`src/rtl/regfile_wb_arbiter_if.sv`:
```
// Writeback-port bundle between the ALU/LSU/decode side and the register-file write arbiter.
// Latency: pure wiring, no storage.
// Backpressure: alu_ready/lsu_ready come back from the arbiter; requesters hold valid/rd/data until accepted.
interface regfile_wb_arbiter_if #(
    parameter int DATA_WIDTH = 32,
    parameter int ADDR_WIDTH = 5
);
    // ALU writeback request
    logic                  alu_valid;
    logic [ADDR_WIDTH-1:0] alu_rd;
    logic [DATA_WIDTH-1:0] alu_data;
    logic                  alu_ready;

    // LSU (load) writeback request
    logic                  lsu_valid;
    logic [ADDR_WIDTH-1:0] lsu_rd;
    logic [DATA_WIDTH-1:0] lsu_data;
    logic                  lsu_ready;

    // Decode side: issued destination and source-register hazard query
    logic                  iss_valid;
    logic [ADDR_WIDTH-1:0] iss_rd;
    logic [ADDR_WIDTH-1:0] rs1_addr;
    logic [ADDR_WIDTH-1:0] rs2_addr;
    logic                  rs_stall;

    // Registered register-file write port
    logic                  rf_we;
    logic [ADDR_WIDTH-1:0] rf_addr;
    logic [DATA_WIDTH-1:0] rf_data;

    // Pipeline side: drives requests, issue info and read addresses
    modport master (
        output alu_valid, alu_rd, alu_data,
        input  alu_ready,
        output lsu_valid, lsu_rd, lsu_data,
        input  lsu_ready,
        output iss_valid, iss_rd, rs1_addr, rs2_addr,
        input  rs_stall,
        input  rf_we, rf_addr, rf_data
    );

    // Arbiter side
    modport slave (
        input  alu_valid, alu_rd, alu_data,
        output alu_ready,
        input  lsu_valid, lsu_rd, lsu_data,
        output lsu_ready,
        input  iss_valid, iss_rd, rs1_addr, rs2_addr,
        output rs_stall,
        output rf_we, rf_addr, rf_data
    );
endinterface

```
`src/rtl/regfile_wb_arbiter.sv`:
```
// Shares the single register-file write port between ALU and LSU writeback and tracks pending destinations.
// Latency: grant at edge N drives rf_we/rf_addr/rf_data during cycle N+1; rs_stall is combinational.
// Backpressure: one non-x0 grant per cycle, LSU preferred until the ALU has lost STARVE_LIMIT times in a row.
module regfile_wb_arbiter #(
    parameter int DATA_WIDTH   = 32,
    parameter int ADDR_WIDTH   = 5,
    parameter int STARVE_LIMIT = 4
) (
    input  logic                clk,
    input  logic                rst_n,
    regfile_wb_arbiter_if.slave bus
);

    localparam int                NUM_REGS = 1 << ADDR_WIDTH;
    localparam int                CNT_W    = $clog2(STARVE_LIMIT + 1);
    localparam logic [CNT_W-1:0] CNT_MAX  = CNT_W'(STARVE_LIMIT);

    logic                  alu_nz;
    logic                  lsu_nz;
    logic                  alu_win;
    logic                  lsu_win;
    logic                  grant_any;
    logic [ADDR_WIDTH-1:0] grant_rd;
    logic [DATA_WIDTH-1:0] grant_data;

    logic [CNT_W-1:0]      starve_cnt;
    logic [NUM_REGS-1:0]   pending;
    logic [NUM_REGS-1:0]   pending_nxt;

    logic                  rf_we_q;
    logic [ADDR_WIDTH-1:0] rf_addr_q;
    logic [DATA_WIDTH-1:0] rf_data_q;

    // Arbitration: x0 requests bypass the port; the ALU only beats a competing LSU once starved
    always_comb begin
        alu_nz     = bus.alu_valid && (bus.alu_rd != '0);
        lsu_nz     = bus.lsu_valid && (bus.lsu_rd != '0);
        alu_win    = alu_nz && (!lsu_nz || (starve_cnt == CNT_MAX));
        lsu_win    = lsu_nz && !alu_win;
        grant_any  = alu_win || lsu_win;
        grant_rd   = lsu_win ? bus.lsu_rd   : bus.alu_rd;
        grant_data = lsu_win ? bus.lsu_data : bus.alu_data;
    end

    // Ready means "accepted this cycle"; forced low while reset is held so nothing is consumed
    assign bus.alu_ready = rst_n && bus.alu_valid && (!alu_nz || alu_win);
    assign bus.lsu_ready = rst_n && bus.lsu_valid && (!lsu_nz || lsu_win);

    // Starvation counter: counts consecutive ALU losses, cleared by any ALU grant
    always_ff @(posedge clk) begin
        if (!rst_n) begin
            starve_cnt <= '0;
        end else if (alu_win) begin
            starve_cnt <= '0;
        end else if (alu_nz && (starve_cnt != CNT_MAX)) begin
            starve_cnt <= starve_cnt + CNT_W'(1);
        end
    end

    // Registered write port: pulses for one cycle per grant, address/data hold otherwise
    always_ff @(posedge clk) begin
        if (!rst_n) begin
            rf_we_q   <= 1'b0;
            rf_addr_q <= '0;
            rf_data_q <= '0;
        end else begin
            rf_we_q <= grant_any;
            if (grant_any) begin
                rf_addr_q <= grant_rd;
                rf_data_q <= grant_data;
            end
        end
    end

    assign bus.rf_we   = rf_we_q;
    assign bus.rf_addr = rf_addr_q;
    assign bus.rf_data = rf_data_q;

    // Scoreboard update: grant clears, issue sets afterwards so a newer producer stays outstanding
    always_comb begin
        pending_nxt = pending;
        if (grant_any) begin
            pending_nxt[grant_rd] = 1'b0;
        end
        if (bus.iss_valid && (bus.iss_rd != '0)) begin
            pending_nxt[bus.iss_rd] = 1'b1;
        end
        pending_nxt[0] = 1'b0;
    end

    // Scoreboard register; cleared on reset so dropped producers never stall decode
    always_ff @(posedge clk) begin
        if (!rst_n) begin
            pending <= '0;
        end else begin
            pending <= pending_nxt;
        end
    end

    // A granted write is cleared from the scoreboard at the grant edge; the register file's
    // write-first read covers the in-flight cycle, so only truly outstanding producers stall.
    assign bus.rs_stall = pending[bus.rs1_addr] | pending[bus.rs2_addr];

    // The write port never targets x0 and the scoreboard never tracks it
    a_no_x0_write: assert property (@(posedge clk) disable iff (!rst_n)
        bus.rf_we |-> (bus.rf_addr != '0));
    a_x0_never_pending: assert property (@(posedge clk) disable iff (!rst_n)
        pending[0] == 1'b0);

endmodule
```
`src/flat_wrapper.sv`:
```
// flat-port wrapper written by rule: the top's interface ports become plain ports
module regfile_wb_arbiter_flat 
#(
    parameter int DATA_WIDTH   = 32,
    parameter int ADDR_WIDTH   = 5,
    parameter int STARVE_LIMIT = 4
)
  (clk, rst_n, bus_alu_valid, bus_alu_rd, bus_alu_data, bus_alu_ready, bus_lsu_valid, bus_lsu_rd, bus_lsu_data, bus_lsu_ready, bus_iss_valid, bus_iss_rd, bus_rs1_addr, bus_rs2_addr, bus_rs_stall, bus_rf_we, bus_rf_addr, bus_rf_data);
  regfile_wb_arbiter_if #(.DATA_WIDTH(DATA_WIDTH), .ADDR_WIDTH(ADDR_WIDTH)) bus_i ();
  input  logic clk;
  input  logic rst_n;
  input wire logic [$bits(bus_i.alu_valid)-1:0] bus_alu_valid;
  input wire logic [$bits(bus_i.alu_rd)-1:0] bus_alu_rd;
  input wire logic [$bits(bus_i.alu_data)-1:0] bus_alu_data;
  output wire logic [$bits(bus_i.alu_ready)-1:0] bus_alu_ready;
  input wire logic [$bits(bus_i.lsu_valid)-1:0] bus_lsu_valid;
  input wire logic [$bits(bus_i.lsu_rd)-1:0] bus_lsu_rd;
  input wire logic [$bits(bus_i.lsu_data)-1:0] bus_lsu_data;
  output wire logic [$bits(bus_i.lsu_ready)-1:0] bus_lsu_ready;
  input wire logic [$bits(bus_i.iss_valid)-1:0] bus_iss_valid;
  input wire logic [$bits(bus_i.iss_rd)-1:0] bus_iss_rd;
  input wire logic [$bits(bus_i.rs1_addr)-1:0] bus_rs1_addr;
  input wire logic [$bits(bus_i.rs2_addr)-1:0] bus_rs2_addr;
  output wire logic [$bits(bus_i.rs_stall)-1:0] bus_rs_stall;
  output wire logic [$bits(bus_i.rf_we)-1:0] bus_rf_we;
  output wire logic [$bits(bus_i.rf_addr)-1:0] bus_rf_addr;
  output wire logic [$bits(bus_i.rf_data)-1:0] bus_rf_data;
  assign bus_i.alu_valid = bus_alu_valid;
  assign bus_i.alu_rd = bus_alu_rd;
  assign bus_i.alu_data = bus_alu_data;
  assign bus_alu_ready = bus_i.alu_ready;
  assign bus_i.lsu_valid = bus_lsu_valid;
  assign bus_i.lsu_rd = bus_lsu_rd;
  assign bus_i.lsu_data = bus_lsu_data;
  assign bus_lsu_ready = bus_i.lsu_ready;
  assign bus_i.iss_valid = bus_iss_valid;
  assign bus_i.iss_rd = bus_iss_rd;
  assign bus_i.rs1_addr = bus_rs1_addr;
  assign bus_i.rs2_addr = bus_rs2_addr;
  assign bus_rs_stall = bus_i.rs_stall;
  assign bus_rf_we = bus_i.rf_we;
  assign bus_rf_addr = bus_i.rf_addr;
  assign bus_rf_data = bus_i.rf_data;
  regfile_wb_arbiter #(.DATA_WIDTH(DATA_WIDTH), .ADDR_WIDTH(ADDR_WIDTH), .STARVE_LIMIT(STARVE_LIMIT)) u_core (.clk(clk), .rst_n(rst_n), .bus(bus_i));
endmodule
```
`config.mk`:
```
export PLATFORM = sky130hd
export DESIGN_NAME = regfile_wb_arbiter_flat
export DESIGN_NICKNAME = d
export VERILOG_FILES = /design/src/rtl/regfile_wb_arbiter_if.sv /design/src/rtl/regfile_wb_arbiter.sv /design/src/flat_wrapper.sv
export SDC_FILE = /design/constraint.sdc
export NUM_CORES = 1
export LEC_CHECK = 0
export BUFFER_PORTS_ARGS = -buffer_cell sky130_fd_sc_hd__buf_2
export CAP_MARGIN = 20
export CORE_MARGIN = 2
export CORE_UTILIZATION = 45
export CTS_BUF_LIST = sky130_fd_sc_hd__clkbuf_4 sky130_fd_sc_hd__clkbuf_8
export DETAILED_ROUTE_END_ITERATION = 7
export GPL_ROUTABILITY_DRIVEN = 1
export GPL_TIMING_DRIVEN = 1
export PLACE_DENSITY = 0.76
export RECOVER_POWER = 50
export SKIP_LAST_GASP = 1
export SLEW_MARGIN = 20
export SYNTH_ARGS = -nofsm -noshare
export SYNTH_HDL_FRONTEND = slang
export SYNTH_SLANG_ARGS = --single-unit
```
`constraint.sdc`:
```
create_clock -name clk -period 2.4 [get_ports clk]
set_clock_uncertainty 0.2 [all_clocks]
set_input_delay 0.48 -clock clk [delete_from_list [all_inputs] [get_ports clk]]
set_output_delay 0.48 -clock clk [all_outputs]
set_load 0.1 [all_outputs]
```
# After elaboration in Yosys (flattened, before gate mapping)
# Index checks and enable logic that the tools add are counted.
# op_classes
addsub	1
magnitude_cmp	6
eq_ne	2
n_mux	12
bitwise	5
reduce_logical	23
# op_table
operator	count
32-bit 2-to-1 mux	3
32-bit bitwise AND	1
32-bit inverter	1
32-bit bitwise OR	1
5-bit by 6-bit < comparator with 1-bit output (second input constant)	4
5-bit nonzero test	3
1-bit logical AND	12
1-bit binary-select mux with 5-bit select	2
1-bit demux with 5-bit select	2
5-bit by 1-bit >= comparator with 1-bit output (second input constant)	2
5-bit 2-to-1 mux	1
1-bit logical OR	4
1-bit 2-to-1 mux	4
3-bit by 1-bit adder with 3-bit output (second input constant)	1
3-bit equality test (second input constant)	1
1-bit zero test	3
3-bit != test (second input constant)	1
2-bit OR reduction	1
1-bit inverter	1
1-bit bitwise OR	1
# word_totals
register_bits	73
inputBits	94
output_inout_bits	41
word_cells	55

# Logic depth before layout (Yosys ltp)
# Gate-level depths: netlist of the first run.
# logic_depth
ltp_word	17
ltp_mapped	9
ltp_nobuf	7

# Worst setup path before layout of the first run
# No wires, ideal clock.
# synth_timing
path_type	input port to output port
start	input port bus_rs1_addr[1]
end	output port bus_rs_stall
t_arrival_ps	3482
required_time_ps	1720
slack_ps	-1762
path_stages	5
cell_sequence	clkbuf_1 > mux4_2 > mux2_2 > nor3b_1 > o31ai_1
# synth_between
elab_chain_len	3
# synth_lines
element	line	rtl
start, declared	flat_wrapper.sv:22	input wire logic [$bits(bus_i.rs1_addr)-1:0] bus_rs1_addr;
1-bit binary-select mux with 5-bit select	regfile_wb_arbiter.sv:102	assign bus.rs_stall = pending[bus.rs1_addr] | pending[bus.rs2_addr];
1-bit 2-to-1 mux (implied by the code)	regfile_wb_arbiter.sv:102	
1-bit bitwise OR	regfile_wb_arbiter.sv:102	
end, declared	flat_wrapper.sv:24	output wire logic [$bits(bus_i.rs_stall)-1:0] bus_rs_stall;
# Every way passes these cells. The select of a mux whose other input is x is not followed.

# Final worst setup path of the first run
# layout_timing
start	register u_core.pending[25]
end	output port bus_rs_stall
# layout_between
elab_chain_len	3
elab_cells_between_ends	5
classes_between	4 x mux; 1 x bitwise
# layout_lines
element	line	rtl
start, declared	regfile_wb_arbiter.sv:27	logic [NUM_REGS-1:0] pending;
start signal, assigned	regfile_wb_arbiter.sv:96	pending <= pending_nxt;
1-bit binary-select mux with 5-bit select	regfile_wb_arbiter.sv:102	
1-bit 2-to-1 mux (implied by the code)	regfile_wb_arbiter.sv:102	
1-bit bitwise OR *	regfile_wb_arbiter.sv:102	
# Mark *: on every way between the ends. The rest lies on a longest branch, timed or not. The select of a mux whose other input is x is not followed.

==> results.sh, run 1 <==
export IMPL_status="finished, violations left"
export IMPL_violations="setup timing"
export IMPL_holdBufCountCts=0
export IMPL_critPathBufInv=2
export IMPL_clk_latency_ns=0.34
export IMPL_core_area_mm2=0.00864
export IMPL_worst_slack_ns=-0.236
export IMPL_die_area_mm2=0.00962
export IMPL_crit_family="multiplexers"
export IMPL_drtPass1Iterations=5
export IMPL_reg2reg_slack_ns=0.19
export IMPL_clock_path_buffers=2
export IMPL_max_cap_violations=0
export IMPL_initial_core_util_pct=46.1
export IMPL_ys_async_sr_fraction_pct=0
export IMPL_ys_ff_latch=72
export IMPL_antenna_found_initial=0
export IMPL_finalInstanceArea_mm2=0.00534
export IMPL_slowest_delay_ns=0.45
export IMPL_vias=4317
export IMPL_arrival_ns=1.96
export IMPL_drive_gt1_share_pct=39.1
export IMPL_cp_cell_sequence="mux4_2, mux2_2, nor3b_2, buf_4, o31ai_4, buf_12"
export IMPL_htreeDepth=3
export IMPL_port_buffer_count=134
export IMPL_rsz0062_at_grt="true"
export IMPL_dpl_cell_area_mm2=0.00507
export IMPL_synth_mux_area_fraction_pct=10.7
export IMPL_period_minus_slack_ns=2.64
export IMPL_fin_crit_sh_pct=110
export IMPL_synth_edf_count=0
export IMPL_hold_viol=0
export IMPL_drt_iter0_drc=314
export IMPL_cts_sinks=72
export IMPL_drt_wirelength_per_cell_um=16.7
export IMPL_grt_overflow=0
export IMPL_yosysWarnings=0
export IMPL_num_io_pins=135
export IMPL_dpl_hpwl_um=9140
export IMPL_slew_violations=0
export IMPL_synthXorXnorAreaFrac_pct=0
export IMPL_grt_pass1_wl_um=20200
export IMPL_syn_to_final_growth_pct=34.0
export IMPL_synthAdderAreaFrac_pct=0.628
export IMPL_rows=34
export IMPL_peakVddDrop_mv=0.373
export IMPL_syn_num_nets=566
export IMPL_cts_tree="done"
export IMPL_die_w_um=98.1
export IMPL_final_antenna_net_count=0
export IMPL_synth_compound_area_share_pct=26.7
export IMPL_power_per_cell_area_mw_per_mm2=624
export IMPL_die_y_um=98.1
export IMPL_numCtsBuffers=9
export IMPL_critPathRequiredTime_ns=1.72
export IMPL_avgSynthCellArea_um2=8.48
export IMPL_worst_setup_path_type="flop to output pin"
export IMPL_critPathSlowestCell="mux4_2"
export IMPL_synth_top_family_by_area="compound AO/OA/AOI/OAI gates"
export IMPL_max_freq_mhz=379
export IMPL_ys_seq_area_share_pct=36.2
export IMPL_grt_max_degree=76
export IMPL_antenna_cells=0
export IMPL_p_leak_nw=2.19
export IMPL_syn_area_mm2=0.00399
export IMPL_fin_nets=720
export IMPL_synth_cells=470
export IMPL_drc=0
export IMPL_worst_setup_path_end_kind="output pin"
export IMPL_synth_distinct_cells=46
export IMPL_fill_cells=747
export IMPL_crit_path_max_fanout=3
export IMPL_slew_headroom_pct=62.4
export IMPL_synth_ff_type="dfxtp_1"
export IMPL_ctsRootBufferMaster="clkbuf_8"
export IMPL_worst_pin_slew_ns=0.567
export IMPL_timing_hold_ws_ns=0.172
export IMPL_finalSetupViolCount=43
export IMPL_vias_per_cell=5.86
export IMPL_synth_simple_area_share_pct=19.9
export IMPL_grt_pass1_vias=4221
export IMPL_cts_clk_slew_worst_paths_ns=0.09
export IMPL_routed_wl_um=12300
export IMPL_min_path_type="input pin to flop"
export IMPL_gp_congestion=0.958
export IMPL_start_kind="flop"
export IMPL_gr_usage_all_layers_pct=25.7
cells in the mapped netlist, types with 3 or more instances:
master / instances / area share (%)
o221ai_1: 7 / 1.5
a22oi_1: 6 / 1.1
or3b_2: 5 / 1.1
a21boi_0: 8 / 1.5
mux4_2: 14 / 7.9
nor3b_1: 4 / 0.75
o22ai_1: 25 / 3.9
a21oi_1: 6 / 0.75
mux2i_1: 9 / 2.3
dfxtp_1: 72 / 36
nor2_1: 27 / 2.5
nand2_1: 79 / 7.4
a31oi_1: 32 / 5.0
clkbuf_1: 28 / 2.6
o21ai_0: 50 / 6.3
nand3_1: 8 / 1.0
buf_2: 7 / 0.88
nand4b_1: 5 / 1.1
o211ai_1: 18 / 3.4
nor3_1: 4 / 0.50
or3_1: 3 / 0.47
inv_1: 4 / 0.38
buf_6: 5 / 1.4
buf_1: 3 / 0.28
and2_1: 3 / 0.47
o31ai_4: 3 / 1.6
nand4_1: 3 / 0.47
nand3b_1: 9 / 1.7
report_power, final:
group | switching [mW] | total [mW] | internal [mW]
Combinational | 0.693 | 0.946 | 0.253
Sequential | 0.0339 | 1.29 | 1.26
Clock | 0.498 | 1.09 | 0.597
Total | 1.23 | 3.33 | 2.11
kinds of logic after synthesis:
logic type               count (synthesis)
buffers and inverters                   49
multiplexers                            25
flip-flops                              72
adder cells (fa/ha/maj)                  2
AO/OA/AOI/OAI                          160
AND/OR/NAND/NOR                        162
repair_timing:
item | 4_1_cts | 5_1_grt
gates resized for setup | 13 | 4
setup endpoints to repair | 3 | 3
pin swaps | 2 | 0
buffers inserted | 2 | 0
tightest hold or removal path: cells and delay by family:
family	cells	cell delay [ns]
AOI/OAI and AO/OA	1	0.07
buffers and inverters	1	0.09
and+or+nand+nor	1	0.04
layout by cell type (no fill, tap or decap), drive strengths merged, types with 2 or more instances in the layout:
cell type,instances
o21ai,50
nand3,8
nand4b,6
dfxtp,72
ha,2
a21boi,8
o31ai,4
o22ai,25
mux2,2
or3,3
nor3,4
nor2,27
nor3b,4
nor2b,2
bufinv,2
or3b,5
and2,3
a21oi,6
clkbuf,50
clkinv,2
a22oi,6
inv,7
mux2i,9
nand4,3
o211ai,18
mux4,14
nand3b,9
a31oi,32
or2,2
buf,147
nand2b,2
o221ai,7
nand2,80
state kept, by name (all words and copies together), names as in the netlist:
name                cells
u_core.pending         31
u_core.starve_cnt       3
u_core.bus.rf_we        1
u_core.bus.rf_data     32
u_core.bus.rf_addr      5
path summary, 6_finish.rpt:
check,endpoint,cells past startpoint,start
worst max register to register,u_core.pending[3],10,u_core.starve_cnt[0]
worst max-delay path,bus_rs_stall,6,u_core.pending[25]
worst min-delay path,u_core.bus.rf_data[31],3,bus_alu_data[31]
worst min register to register,u_core.pending[24],2,u_core.pending[24]
cell type report:
cell class / count / area [um2] / share of cell area [%]
inverters: 4 / 15.0 / 0.281
clock buffers: 9 / 124 / 2.32
multi-input cells: 349 / 2380 / 44.5
clock inverters: 7 / 100 / 1.87
well taps: 108 / 135 / 2.53
repair buffers: 188 / 1140 / 21.4
flip-flops and latches: 72 / 1450 / 27.1
metal layers:
metal  vias up  wire length (um)  track usage (%)
li1       2068                 -                -
met1      2020              4960             32.2
met3        27              1020             5.65
met5         -                 0                0
met2       202              6020             42.6
met4         0               326             11.2
through the flow:
| step | cells | TNS, ns | power, mW | utilization, % | setup slack, ns |
|---|---|---|---|---|---|
| 3_5_place_dp | 719 | -5.86 | 2.25 | 58.7 | -0.392 |
| 2_1_floorplan | 470 | -0.652 | 2.01 | - | -0.320 |
| 3_3_place_gp | 719 | -3.82 | 2.24 | 58.7 | -0.349 |
| 6_report | 737 | -2.32 | 3.33 | 61.8 | -0.236 |
| 5_1_grt | 737 | -7.54 | 3.46 | 61.8 | -0.318 |
| 4_1_cts | 737 | -0.286 | 3.36 | 62.1 | -0.246 |
No activity file was read; power rests on OpenSTA's default activity.
==> run 2: changes to the inputs <==
Settings changed: CORE_ASPECT_RATIO set to 1.2.
==> results.sh, run 2 (synthesis results as in run 1) <==
export IMPL_final_common_cell="buf_2"
export IMPL_core_area_mm2=0.00861
export IMPL_num_io_pins=135
export IMPL_comb_power_share_pct=26.0
export IMPL_worst_setup_path_end_kind="output pin"
export IMPL_max_freq_mhz=375
export IMPL_arrival_ns=1.99
export IMPL_fin_crit_sh_pct=111
export IMPL_grt_overflow=0
export IMPL_clk_latency_ns=0.35
export IMPL_drc=0
export IMPL_power_per_cell_area_mw_per_mm2=673
export IMPL_die_y_um=107
export IMPL_start_kind="flop"
export IMPL_rows=37
export IMPL_finalPower_mw=3.66
export IMPL_reg2reg_depth=9
export IMPL_numCtsBuffers=9
export IMPL_period_minus_slack_ns=2.67
export IMPL_antenna_cells=0
export IMPL_critPathLaunch="u_core.pending[13]"
export IMPL_crit_end="bus_rs_stall"
export IMPL_cts_clk_slew_worst_paths_ns=0.08
export IMPL_largest_register_ffs=32
export IMPL_die_w_um=89.9
export IMPL_reg2reg_slack_ns=0.47
export IMPL_status="finished, violations left"
export IMPL_max_cap_violations=0
export IMPL_ctsRootBufferMaster="clkbuf_8"
export IMPL_r2r_end="u_core.pending[14]"
export IMPL_min_path_type="input pin to flop"
export IMPL_layout_common_cells="buf_2 (92), nand2_1 (78), dfxtp_1 (67)"
export IMPL_r2r_start="u_core.starve_cnt[0]"
export IMPL_slew_violations=0
export IMPL_grt_pass1_vias=4279
export IMPL_cts_tree="done"
export IMPL_hold_viol=0
export IMPL_p_int_mw=2.47
export IMPL_vias=4378
export IMPL_clock_path_buffers=2
export IMPL_die_area_mm2=0.00963
export IMPL_worst_setup_path_type="flop to output pin"
export IMPL_drt_wirelength_per_cell_um=16.8
export IMPL_dpl_hpwl_um=9330
export IMPL_grt_pass1_wl_um=20500
export IMPL_p_sw_share_pct=32.5
export IMPL_worst_slack_ns=-0.267
export IMPL_crit_path_max_fanout=3
export IMPL_final_antenna_net_count=0
export IMPL_critPathRequiredTime_ns=1.72
export IMPL_worst_pin_slew_ns=0.540
export IMPL_fin_nets=724
export IMPL_drive_gt1_share_pct=39.7
export IMPL_gr_usage_all_layers_pct=26.5
export IMPL_initial_core_util_pct=46.3
export IMPL_violations="setup timing"
export IMPL_cts_sinks=72
export IMPL_peakVddDrop_mv=0.483
export IMPL_slew_headroom_pct=63.5
export IMPL_pwr_share_clk_pct=38.7
export IMPL_switching_power_mw=1.19
export IMPL_timing_hold_ws_ns=0.167
export IMPL_drt_iter0_drc=403
export IMPL_antenna_found_initial=0
export IMPL_htreeDepth=3
export IMPL_vias_per_cell=5.84
export IMPL_grt_max_degree=76
export IMPL_fill_cells=725
export IMPL_power_share_sequential_pct=35.3
export IMPL_port_buffer_count=134
export IMPL_rsz0062_at_grt="true"
export IMPL_syn_to_final_growth_pct=36.6
export IMPL_gp_congestion=0.962
export IMPL_holdBufCountCts=0
export IMPL_drtPass1Iterations=5
export IMPL_p_leak_nw=2.25
export IMPL_finalSetupViolCount=2
export IMPL_routed_wl_um=12600
run 2: cell count changes in the layout (fill, tap and decap cells not counted), sizes merged:
cell | before | now
bufinv | 2 | 5
clkinv | 2 | 0
inv | 7 | 4
buf | 147 | 148
clkbuf | 50 | 55
run 2: critical path, stage by stage, from the launching register on:
cell	delay [ns]
dfxtp_1	0.35
mux4_2	0.50
a2111oi_2	0.48
o31ai_4	0.13
buf_12	0.18
run 2: final cells by class:
type	count	area, um2	area share [%]
multi-input cells	349	2350	43.2
flip-flops and latches	72	1450	26.6
repair buffers	192	1180	21.7
clock buffers	11	151	2.78
clock inverters	5	150	2.76
well taps	117	146	2.69
inverters	4	15.0	0.276
run 2: worst min-delay path by stage:
stage,start,cells past startpoint,endpoint,slack (ns)
2_1_floorplan,u_core.pending[12],2,u_core.pending[12],0.27
3_5_place_dp,u_core.starve_cnt[2],2,u_core.starve_cnt[2],0.31
4_1_cts,bus_alu_data[19],3,u_core.bus.rf_data[19],0.16
5_1_grt,bus_lsu_data[17],3,u_core.bus.rf_data[17],0.16
3_3_place_gp,u_core.starve_cnt[2],2,u_core.starve_cnt[2],0.29
6_report,bus_alu_data[19],3,u_core.bus.rf_data[19],0.17
run 2: power by group through the flow:
stage | Combinational, mW | Clock, mW | Sequential [mW]
after floorplan | 0.304 | 0 | 1.70
after global placement | 0.928 | 0 | 1.31
after detailed placement | 0.940 | 0 | 1.31
after CTS | 0.952 | 1.43 | 1.29
after global routing | 1.00 | 1.50 | 1.30
final | 0.952 | 1.42 | 1.29
run 2: repair_timing:
action	CTS	global route
endpoints found under the setup margin	3	3
buffers inserted	1	3
resized for setup	16	4
pin swaps	2	2
hold endpoints to repair	0	0
run 2: layer usage:
| layer | global-route usage, % | share of wire, % | vias to the layer above |
|---|---|---|---|
| met4 | 14.5 | 3.6 | 0 |
| li1 | - | - | 2067 |
| met2 | 43.6 | 48 | 270 |
| met3 | 7.17 | 9.6 | 45 |
| met5 | 0 | 0 | - |
| met1 | 31.6 | 39 | 1996 |
run 2: per-stage QoR:
| stage | area [um2] | setup WS [ns] | std cells | setup TNS [ns] | utilization (%) |
|---|---|---|---|---|---|
| 5_1_grt | 5440 | -0.374 | 750 | -0.812 | 63.2 |
| 3_5_place_dp | 5100 | -0.382 | 731 | -1.63 | 59.3 |
| 6_report | 5440 | -0.267 | 750 | -0.479 | 63.2 |
| 4_1_cts | 5460 | -0.275 | 748 | -0.275 | 63.4 |
| 2_1_floorplan | 4060 | -0.320 | 470 | -0.652 | - |
| 3_3_place_gp | 5100 | -0.340 | 731 | -0.514 | 59.3 |
==> run 3: changes to the inputs <==
Settings changed: BUFFER_PORTS_ARGS -buffer_cell sky130_fd_sc_hd__buf_2 to -buffer_cell sky130_fd_sc_hd__buf_4, PLACE_DENSITY 0.76 to 0.73.
Clock period 2.4 ns to 3.25 ns, I/O delays scaled along.
==> results.sh, run 3 (synthesis results as in run 1) <==
export IMPL_timing_hold_ws_ns=0.316
export IMPL_antenna_cells=0
export IMPL_finalSetupViolCount=0
export IMPL_layout_common_cells="buf_4 (100), nand2_1 (78), dfxtp_1 (72)"
export IMPL_ctsResizeCount=0
export IMPL_clock_path_buffers=2
export IMPL_final_antenna_net_count=0
export IMPL_reg2reg_slack_ns=0.75
export IMPL_core_area_mm2=0.00861
export IMPL_max_cap_violations=0
export IMPL_cts_tree="done"
export IMPL_largest_register_ffs=32
export IMPL_min_from="u_core.pending[22]"
export IMPL_reg2reg_depth=9
export IMPL_rsz0062_at_grt="false"
export IMPL_die_y_um=107
export IMPL_numCtsBuffers=9
export IMPL_dpl_hpwl_um=9130
export IMPL_vias_per_cell=5.86
export IMPL_critPathRequiredTime_ns=2.40
export IMPL_grt_pass1_wl_um=20200
export IMPL_min_path_type="flop to flop"
export IMPL_r2r_end="u_core.bus.rf_data[22]"
export IMPL_worst_setup_path_end_kind="output pin"
export IMPL_grt_pass1_vias=3967
export IMPL_p_leak_nw=1.88
export IMPL_clk_latency_ns=0.35
export IMPL_rows=37
export IMPL_num_io_pins=135
export IMPL_crit_path_max_fanout=9
export IMPL_worst_setup_path_type="input pin to output pin"
export IMPL_fin_nets=675
export IMPL_htreeDepth=3
export IMPL_status="completed"
export IMPL_final_common_cell="buf_4"
export IMPL_syn_to_final_growth_pct=25.4
export IMPL_holdPathEnd="u_core.pending[22]"
export IMPL_fin_crit_sh_pct=95.1
export IMPL_cts_sinks=72
export IMPL_initial_core_util_pct=46.3
export IMPL_max_freq_mhz=324
export IMPL_slew_headroom_pct=16.0
export IMPL_gr_usage_all_layers_pct=26.5
export IMPL_holdBufCountCts=0
export IMPL_antenna_found_initial=0
export IMPL_grt_overflow=0
export IMPL_start_kind="input pin"
export IMPL_grt_max_degree=76
export IMPL_arrival_ns=2.24
export IMPL_vias=4088
export IMPL_die_area_mm2=0.00963
export IMPL_cts_post_setup_buffers_inserted=0
export IMPL_drc=0
export IMPL_fill_cells=837
export IMPL_r2r_start="u_core.starve_cnt[0]"
export IMPL_cts_clk_slew_worst_paths_ns=0.07
export IMPL_worstHoldPathCells=2
export IMPL_gp_congestion=0.881
export IMPL_routed_wl_um=12300
export IMPL_power_per_cell_area_mw_per_mm2=450
export IMPL_fin_setup_tns_ns=0
export IMPL_peakVddDrop_mv=0.282
export IMPL_worst_pin_slew_ns=1.27
export IMPL_drtPass1Iterations=5
export IMPL_drive_gt1_share_pct=25.0
export IMPL_ctsRootBufferMaster="clkbuf_8"
export IMPL_period_minus_slack_ns=3.09
export IMPL_die_w_um=89.9
export IMPL_hold_viol=0
export IMPL_port_buffer_count=134
export IMPL_drt_wirelength_per_cell_um=17.6
export IMPL_slew_violations=0
export IMPL_drt_iter0_drc=319
[run 3: cell types whose count changed in the layout (fill, tap and decap cells not counted), moves of 5 or more]
cell,previous run,this run
clkbuf_2,40,1
buf_2,92,0
buf_4,50,100
clkbuf_1,2,41
buf_12,6,1
dfxtp_2,5,0
bufinv_16,5,0
dfxtp_1,67,72
[run 3: layer usage]
layer	vias up	wire length [um]	global-route usage [%]
met2	221	5900	44.2
met1	1868	4790	30.8
li1	1968	-	-
met3	31	1300	9.00
met5	-	0	0
met4	0	317	12.5
[run 3: worst max-delay path by stage]
stage | startpoint | to | slack [ns] | cells after the start
2_1_floorplan | bus_rs1_addr[2] | bus_rs_stall | 0.02 | 4
3_3_place_gp | bus_rs1_addr[1] | bus_rs_stall | 0.17 | 6
3_5_place_dp | bus_rs1_addr[2] | bus_rs_stall | 0.17 | 6
4_1_cts | bus_rs1_addr[1] | bus_rs_stall | 0.17 | 6
5_1_grt | bus_rs1_addr[2] | bus_rs_stall | 0.07 | 6
6_report | bus_alu_rd[3] | bus_alu_ready | 0.16 | 6
[run 3: worst max-delay path, stage by stage]
cell,delay [ns]
clkbuf_1,0.16
or3_1,0.50
o31ai_1,0.33
nor3b_1,0.18
nor2_4,0.12
buf_4,0.29
[run 3: through the flow]
stage / setup WS, ns / cell area (um2) / util [%] / std cells / power, mW
after global routing: 0.0686 / 5000 / 58.0 / 698 / 2.35
after floorplan: 0.0245 / 4010 / - / 470 / 1.48
after CTS: 0.165 / 5190 / 60.2 / 698 / 2.31
after detailed placement: 0.166 / 5020 / 58.3 / 685 / 1.68
final: 0.159 / 5000 / 58.0 / 698 / 2.25
after global placement: 0.174 / 5020 / 58.3 / 685 / 1.67
[run 3: power by group]
group / total [mW] / switching [mW] / internal (mW)
Sequential: 0.954 / 0.0247 / 0.929
Clock: 0.629 / 0.315 / 0.314
Combinational: 0.667 / 0.498 / 0.169
[run 3: final cells by class]
type	instances	area, um2	area share [%]
Clock inverter	1	5.00	0.100
Sequential cell	72	1440	28.9
Inverter	4	15.0	0.301
Clock buffer	12	159	3.18
Timing Repair Buffer	143	930	18.6
Multi-Input combinational cell	349	2300	46.0
Tap cell	117	146	2.93
